File: src/rtl/weight_loader.sv
// -----------------------------------------------------------------------------
// weight_loader
//
// Copies one kernel's worth of weights (NUM_W words) from a weight memory into
// a register bank. A load is requested with a single-cycle iStart; the kernel
// is chosen by iKSEL, and its first word sits at iKSEL*NUM_W in the memory.
//
// Ports
//   iCLK      clock, all state on the rising edge
//   iRSTn     asynchronous active-low reset
//   iStart    single-cycle load request (only honoured while idle)
//   iKSEL     kernel select, sampled together with iStart
//   iAbort    synchronous cancel of a load in progress
//   oMemRdEn  weight-memory read enable
//   oMemAddr  weight-memory read address (wraps modulo 2^MEM_AW)
//   iMemData  read data, sampled on the edge one cycle after oMemRdEn
//   oWren     register-bank write enable
//   oADDR     register-bank slot index 0..NUM_W-1
//   oWeight   register-bank write data
//   oBusy     load in progress (fetch and drain phases)
//   oDone     one-cycle load-complete pulse
//
// The memory is expected to present the word for the address driven in cycle
// C by the edge that ends cycle C. Every output comes straight from a flop.
// -----------------------------------------------------------------------------
module weight_loader #(
    parameter int NUM_W  = 25,
    parameter int MEM_AW = 10,
    parameter int DW     = 32
) (
    input  logic              iCLK,
    input  logic              iRSTn,
    input  logic              iStart,
    input  logic [4:0]        iKSEL,
    input  logic              iAbort,
    output logic              oMemRdEn,
    output logic [MEM_AW-1:0] oMemAddr,
    input  logic [DW-1:0]     iMemData,
    output logic              oWren,
    output logic [4:0]        oADDR,
    output logic [DW-1:0]     oWeight,
    output logic              oBusy,
    output logic              oDone
);

    typedef enum logic [1:0] {
        IDLE  = 2'd0,
        FETCH = 2'd1,
        DRAIN = 2'd2,
        DONE  = 2'd3
    } state_t;

    localparam logic [31:0] NUM_W_BITS = 32'(NUM_W);
    localparam logic [4:0]  LAST_IDX   = 5'(NUM_W - 1);

    state_t              state_reg,    state_next;
    logic [MEM_AW-1:0]   base_reg,     base_next;
    logic [4:0]          idx_reg,      idx_next;
    logic                rd_en_reg,    rd_en_next;
    logic [MEM_AW-1:0]   mem_addr_reg, mem_addr_next;
    logic                wren_reg,     wren_next;
    logic [4:0]          addr_reg,     addr_next;
    logic [DW-1:0]       weight_reg,   weight_next;
    logic                busy_reg,     busy_next;
    logic                done_reg,     done_next;

    // Kernel base address iKSEL*NUM_W built as a sum of shifted copies of
    // iKSEL, one per set bit of NUM_W. Only shifts below MEM_AW can affect the
    // address because the result is taken modulo 2^MEM_AW.
    logic [MEM_AW+4:0]   ksel_ext;
    logic [MEM_AW-1:0]   base_term [MEM_AW];
    logic [MEM_AW-1:0]   kernel_base;

    assign ksel_ext = {{MEM_AW{1'b0}}, iKSEL};

    genvar gi;
    generate
        for (gi = 0; gi < MEM_AW; gi++) begin : g_base_term
            assign base_term[gi] = NUM_W_BITS[gi] ? MEM_AW'(ksel_ext << gi) : '0;
        end
    endgenerate

    always_comb begin
        kernel_base = '0;
        for (int i = 0; i < MEM_AW; i++) begin
            kernel_base = kernel_base + base_term[i];
        end
    end

    // Next-state and next-output logic. Write-side registers (oADDR, oWeight)
    // and the read address hold their values unless explicitly updated.
    always_comb begin
        state_next    = state_reg;
        base_next     = base_reg;
        idx_next      = idx_reg;
        rd_en_next    = 1'b0;
        mem_addr_next = mem_addr_reg;
        wren_next     = 1'b0;
        addr_next     = addr_reg;
        weight_next   = weight_reg;
        busy_next     = 1'b0;
        done_next     = 1'b0;

        case (state_reg)
            IDLE: begin
                // Abort wins over a simultaneous start.
                if (iStart && !iAbort) begin
                    state_next    = FETCH;
                    base_next     = kernel_base;
                    idx_next      = '0;
                    rd_en_next    = 1'b1;
                    mem_addr_next = kernel_base;
                    busy_next     = 1'b1;
                end
            end
            FETCH: begin
                if (!iAbort) begin
                    // The word for the read now on the bus arrives at this
                    // edge; forward it to the bank with the matching index.
                    wren_next   = 1'b1;
                    addr_next   = idx_reg;
                    weight_next = iMemData;
                    busy_next   = 1'b1;
                    if (idx_reg == LAST_IDX) begin
                        state_next = DRAIN;
                    end else begin
                        idx_next      = idx_reg + 5'd1;
                        rd_en_next    = 1'b1;
                        mem_addr_next = base_reg + MEM_AW'(idx_reg + 5'd1);
                    end
                end else begin
                    state_next = IDLE;
                end
            end
            DRAIN: begin
                // The last bank write is visible during this state.
                if (!iAbort) begin
                    state_next = DONE;
                    done_next  = 1'b1;
                end else begin
                    state_next = IDLE;
                end
            end
            DONE: begin
                // A start here is deliberately ignored.
                state_next = IDLE;
            end
            default: begin
                state_next = IDLE;
            end
        endcase
    end

    always_ff @(posedge iCLK or negedge iRSTn) begin
        if (!iRSTn) begin
            state_reg    <= IDLE;
            base_reg     <= '0;
            idx_reg      <= '0;
            rd_en_reg    <= 1'b0;
            mem_addr_reg <= '0;
            wren_reg     <= 1'b0;
            addr_reg     <= '0;
            weight_reg   <= '0;
            busy_reg     <= 1'b0;
            done_reg     <= 1'b0;
        end else begin
            state_reg    <= state_next;
            base_reg     <= base_next;
            idx_reg      <= idx_next;
            rd_en_reg    <= rd_en_next;
            mem_addr_reg <= mem_addr_next;
            wren_reg     <= wren_next;
            addr_reg     <= addr_next;
            weight_reg   <= weight_next;
            busy_reg     <= busy_next;
            done_reg     <= done_next;
        end
    end

    assign oMemRdEn = rd_en_reg;
    assign oMemAddr = mem_addr_reg;
    assign oWren    = wren_reg;
    assign oADDR    = addr_reg;
    assign oWeight  = weight_reg;
    assign oBusy    = busy_reg;
    assign oDone    = done_reg;

endmodule

File: config.mk
export PLATFORM = sky130hd
export DESIGN_NAME = weight_loader
export DESIGN_NICKNAME = d
export VERILOG_FILES = /design/src/rtl/weight_loader.sv
export SDC_FILE = /design/constraint.sdc
export NUM_CORES = 1
export LEC_CHECK = 0
export ABC_CLOCK_PERIOD_IN_PS = 3440
export BUFFER_PORTS_ARGS = -buffer_cell sky130_fd_sc_hd__buf_2
export CAP_MARGIN = 0
export CORE_AREA = 5 5 82 84
export DETAILED_ROUTE_END_ITERATION = 7
export DIE_AREA = 0 0 87 89
export MAX_ROUTING_LAYER = met4
export PLACE_DENSITY = 0.83
export SYNTH_ARGS = -nofsm -noshare
export SYNTH_HDL_FRONTEND = slang
export SYNTH_SLANG_ARGS = --single-unit
File: constraint.sdc
create_clock -name iCLK -period 3.44 [get_ports iCLK]
set_clock_uncertainty 0.2 [all_clocks]
set_input_delay 0.516 -clock iCLK [delete_from_list [all_inputs] [get_ports iCLK]]
set_output_delay 0.516 -clock iCLK [all_outputs]
set_load 0.005 [all_outputs]
==> key figures <==
Status
  – Status: complete, no violations

Final layout
  – Final net count: 427
  – Most frequent cells in the layout: 91 x buf_2, 68 x dfrtp_1, 36 x nand2_1
  – Max reg flops: 32
  – Commonest non-fill, non-tap cell in the layout: buf_2
  – Share of post-route cells with drive strength above 1: 0.414
  – ANT cells: 0
  – Syn-to-layout area delta: 23.2%
  – Non-Filler Instances: 447

Routing
  – Drt total wl: 6730 microns
  – Residual DRC: 0
  – DRT Pass-1 Iters: 4
  – Vias after detailed routing: 2328
  – Initial DRC count: 109
  – DR vias/cell: 5.21
  – Antenna viol nets, final: 0
  – Post-DR wirelength/cell: 15.1 microns

Global routing
  – Initial antenna violation count: 0
  – Number of global-route vias before repair: 2361
  – Global-route wire length before repair: 10600 microns
  – Largest net degree at the start of global routing: 43
  – Global route overflow: 0
  – GRT Total Usage: 0.184

Flow run
  – Max-Cap Viols: 0

Setup path
  – Worst flop-to-flop path startpoint: idx_reg[1]
  – Critical path type: reg -> reg
  – Startpoint class of the critical path: register
  – Worst path required time: 3500 ps
  – Setup crit end kind: register
  – CP Capture Point: oMemAddr[9]
  – CP Launch Point: idx_reg[1]
  – Worst-path fanout max: 13
  – RR Endpoint: oMemAddr[9]
  – Worst reg-to-reg path cell count: 8
  – Worst EP arrival: 2650 ps
  – R2R Setup Slk: 840 ps

Floorplanning
  – Chip width: 87 microns
  – Num ports: 92
  – Core region area: 0.00585 sq mm
  – Cell Rows: 28
  – Die Area: 0.00774 sq mm
  – Die H: 89 microns
  – Initial Utilization: 0.543

STA
  – Setup-failing EPs final: 0
  – Fin crit period: 2600 ps
  – Slew margin rel.: 0.637
  – Final slew viol count: 0
  – RSZ-0062 raised after global routing: false
  – Crit share post-route: 0.755
  – Fin. Hold Viols: 0
  – FMAX: 0.385 GHz
  – Setup TNS: 0 ps
  – Worst-margin pin slew: 543 ps

Min path
  – Worst min-delay path class: in -> reg
  – Hold_sp: iMemData[26]

Synth
  – EDFF count, synth: 0
  – Post-Syn Area per Cell: 11.8 sq um
  – Synth async-reset ratio: 1.00
  – Synth Cell Area: 0.00318 sq mm
  – Post-synth net total: 330
  – Synth cell types: 42
  – Syn Inst Count: 270
  – Synth warn: 0
  – Seq/Total Area, Yosys: 0.536
  – Register bit count reported by yosys: 68
  – Post-synth top flop: dfrtp_1

Place
  – Port Buffers: 91
  – Placed insts: 430
  – Routability congestion estimate from global placement: 0.862
  – Detail Placement HPWL: 5120 microns

Clock tree
  – PostCTS Resize Cnt: 0
  – Clock Sinks: 68
  – Clock Pin Slew Worst Setup and Hold Paths: 80 ps
  – Clock root buffer: clkbuf_8
  – # hold bufs at CTS: 1
  – TritonCTS buffer count: 9
  – H-tree depth: 3
  – Post-CTS setup buffer count: 0
  – CTS Buffer Depth: 2
  – Clk_lat worst skew: 340 ps
  – CTS tree: built

Pwr
  – Pwr/cell area: 631 mW/mm^2
  – Leakage power: 1.98 nW
  – IR drop worst, VDD: 0.383 mV
  – Power, Total: 0.00247 W
## through the flow
step / hold WS [ps] / cell area (sq um) / worst slack [ps] / util
after floorplan: 20.4 / 3180 / 915 / -
after global placement: 156 / 3700 / 723 / 0.633
after detailed placement: 161 / 3700 / 662 / 0.633
after CTS: 180 / 3910 / 844 / 0.669
after global routing: 190 / 3910 / 629 / 0.669
final: 196 / 3910 / 844 / 0.669
## cell usage after synthesis (all sizes together), types with 3 or more instances
library cell,count,area share
a211oi,3,0.0071
a21o,3,0.0071
a21oi,8,0.013
clkbuf,8,0.0095
dfrtp,68,0.54
fa,3,0.019
ha,16,0.063
inv,13,0.015
mux2,35,0.12
nand2,36,0.043
nand4,4,0.0079
nor2,17,0.026
o211ai,4,0.0095
o21a,3,0.0071
o21ai,13,0.020
xnor2,5,0.014
xor2,4,0.011
## worst min path at each step
stage / endpoint / cells after the start
floorplan: base_reg[0] / 0
global placement: oWeight[27] / 1
detailed placement: oWeight[19] / 1
CTS: oDone / 2
global route: oWeight[6] / 2
finish: oWeight[26] / 2
## per-layer routing
| layer | vias up | global-route usage | part of all wire |
|---|---|---|---|
| met3 | 8 | 0.0295 | 0.055 |
| li1 | 1134 | - | - |
| met2 | 66 | 0.295 | 0.51 |
| met1 | 1120 | 0.228 | 0.42 |
| met5 | - | - | 0 |
| met4 | 0 | 0.0935 | 0.016 |
## power by group
| part | internal (W) | switching (W) |
|---|---|---|
| sequential | 0.00101 | 0.000129 |
| combinational | 0.000355 | 0.000326 |
| clock | 0.000353 | 0.000298 |
## critical path, cell delays in order (launching register included)
cell      delay [ps]
dfrtp_1          440
inv_1            120
ha_1             150
and4b_1          360
nor2_8            50
nor2_2           430
clkinv_2         330
and4_1           280
nor3_1           150
## cells by family (layout without fill, tap and decap cells)
| logic type | count (synthesis) | count (layout) | share of synthesized area |
|---|---|---|---|
| muxes | 35 | 35 | 0.124 |
| and+or+nand+nor | 72 | 72 | 0.114 |
| xor gates and xnor gates | 9 | 9 | 0.0248 |
| adders and majority gates | 19 | 19 | 0.0820 |
| buffers and inverters | 24 | 126 | 0.0335 |
| AOI/OAI and AO/OA | 43 | 43 | 0.0859 |
| DFF | 68 | 68 | 0.536 |
## final cells by class
class	count	area, sq um
Clock inverter	6	63.8
Multi-Input combinational cell	178	1370
Tap cell	75	93.8
Timing Repair Buffer	96	495
Fill cell	467	1940
Sequential cell	68	1700
Clock buffer	10	138
Inverter	14	53.8
Note: power is estimated with default switching activity, not from simulation.
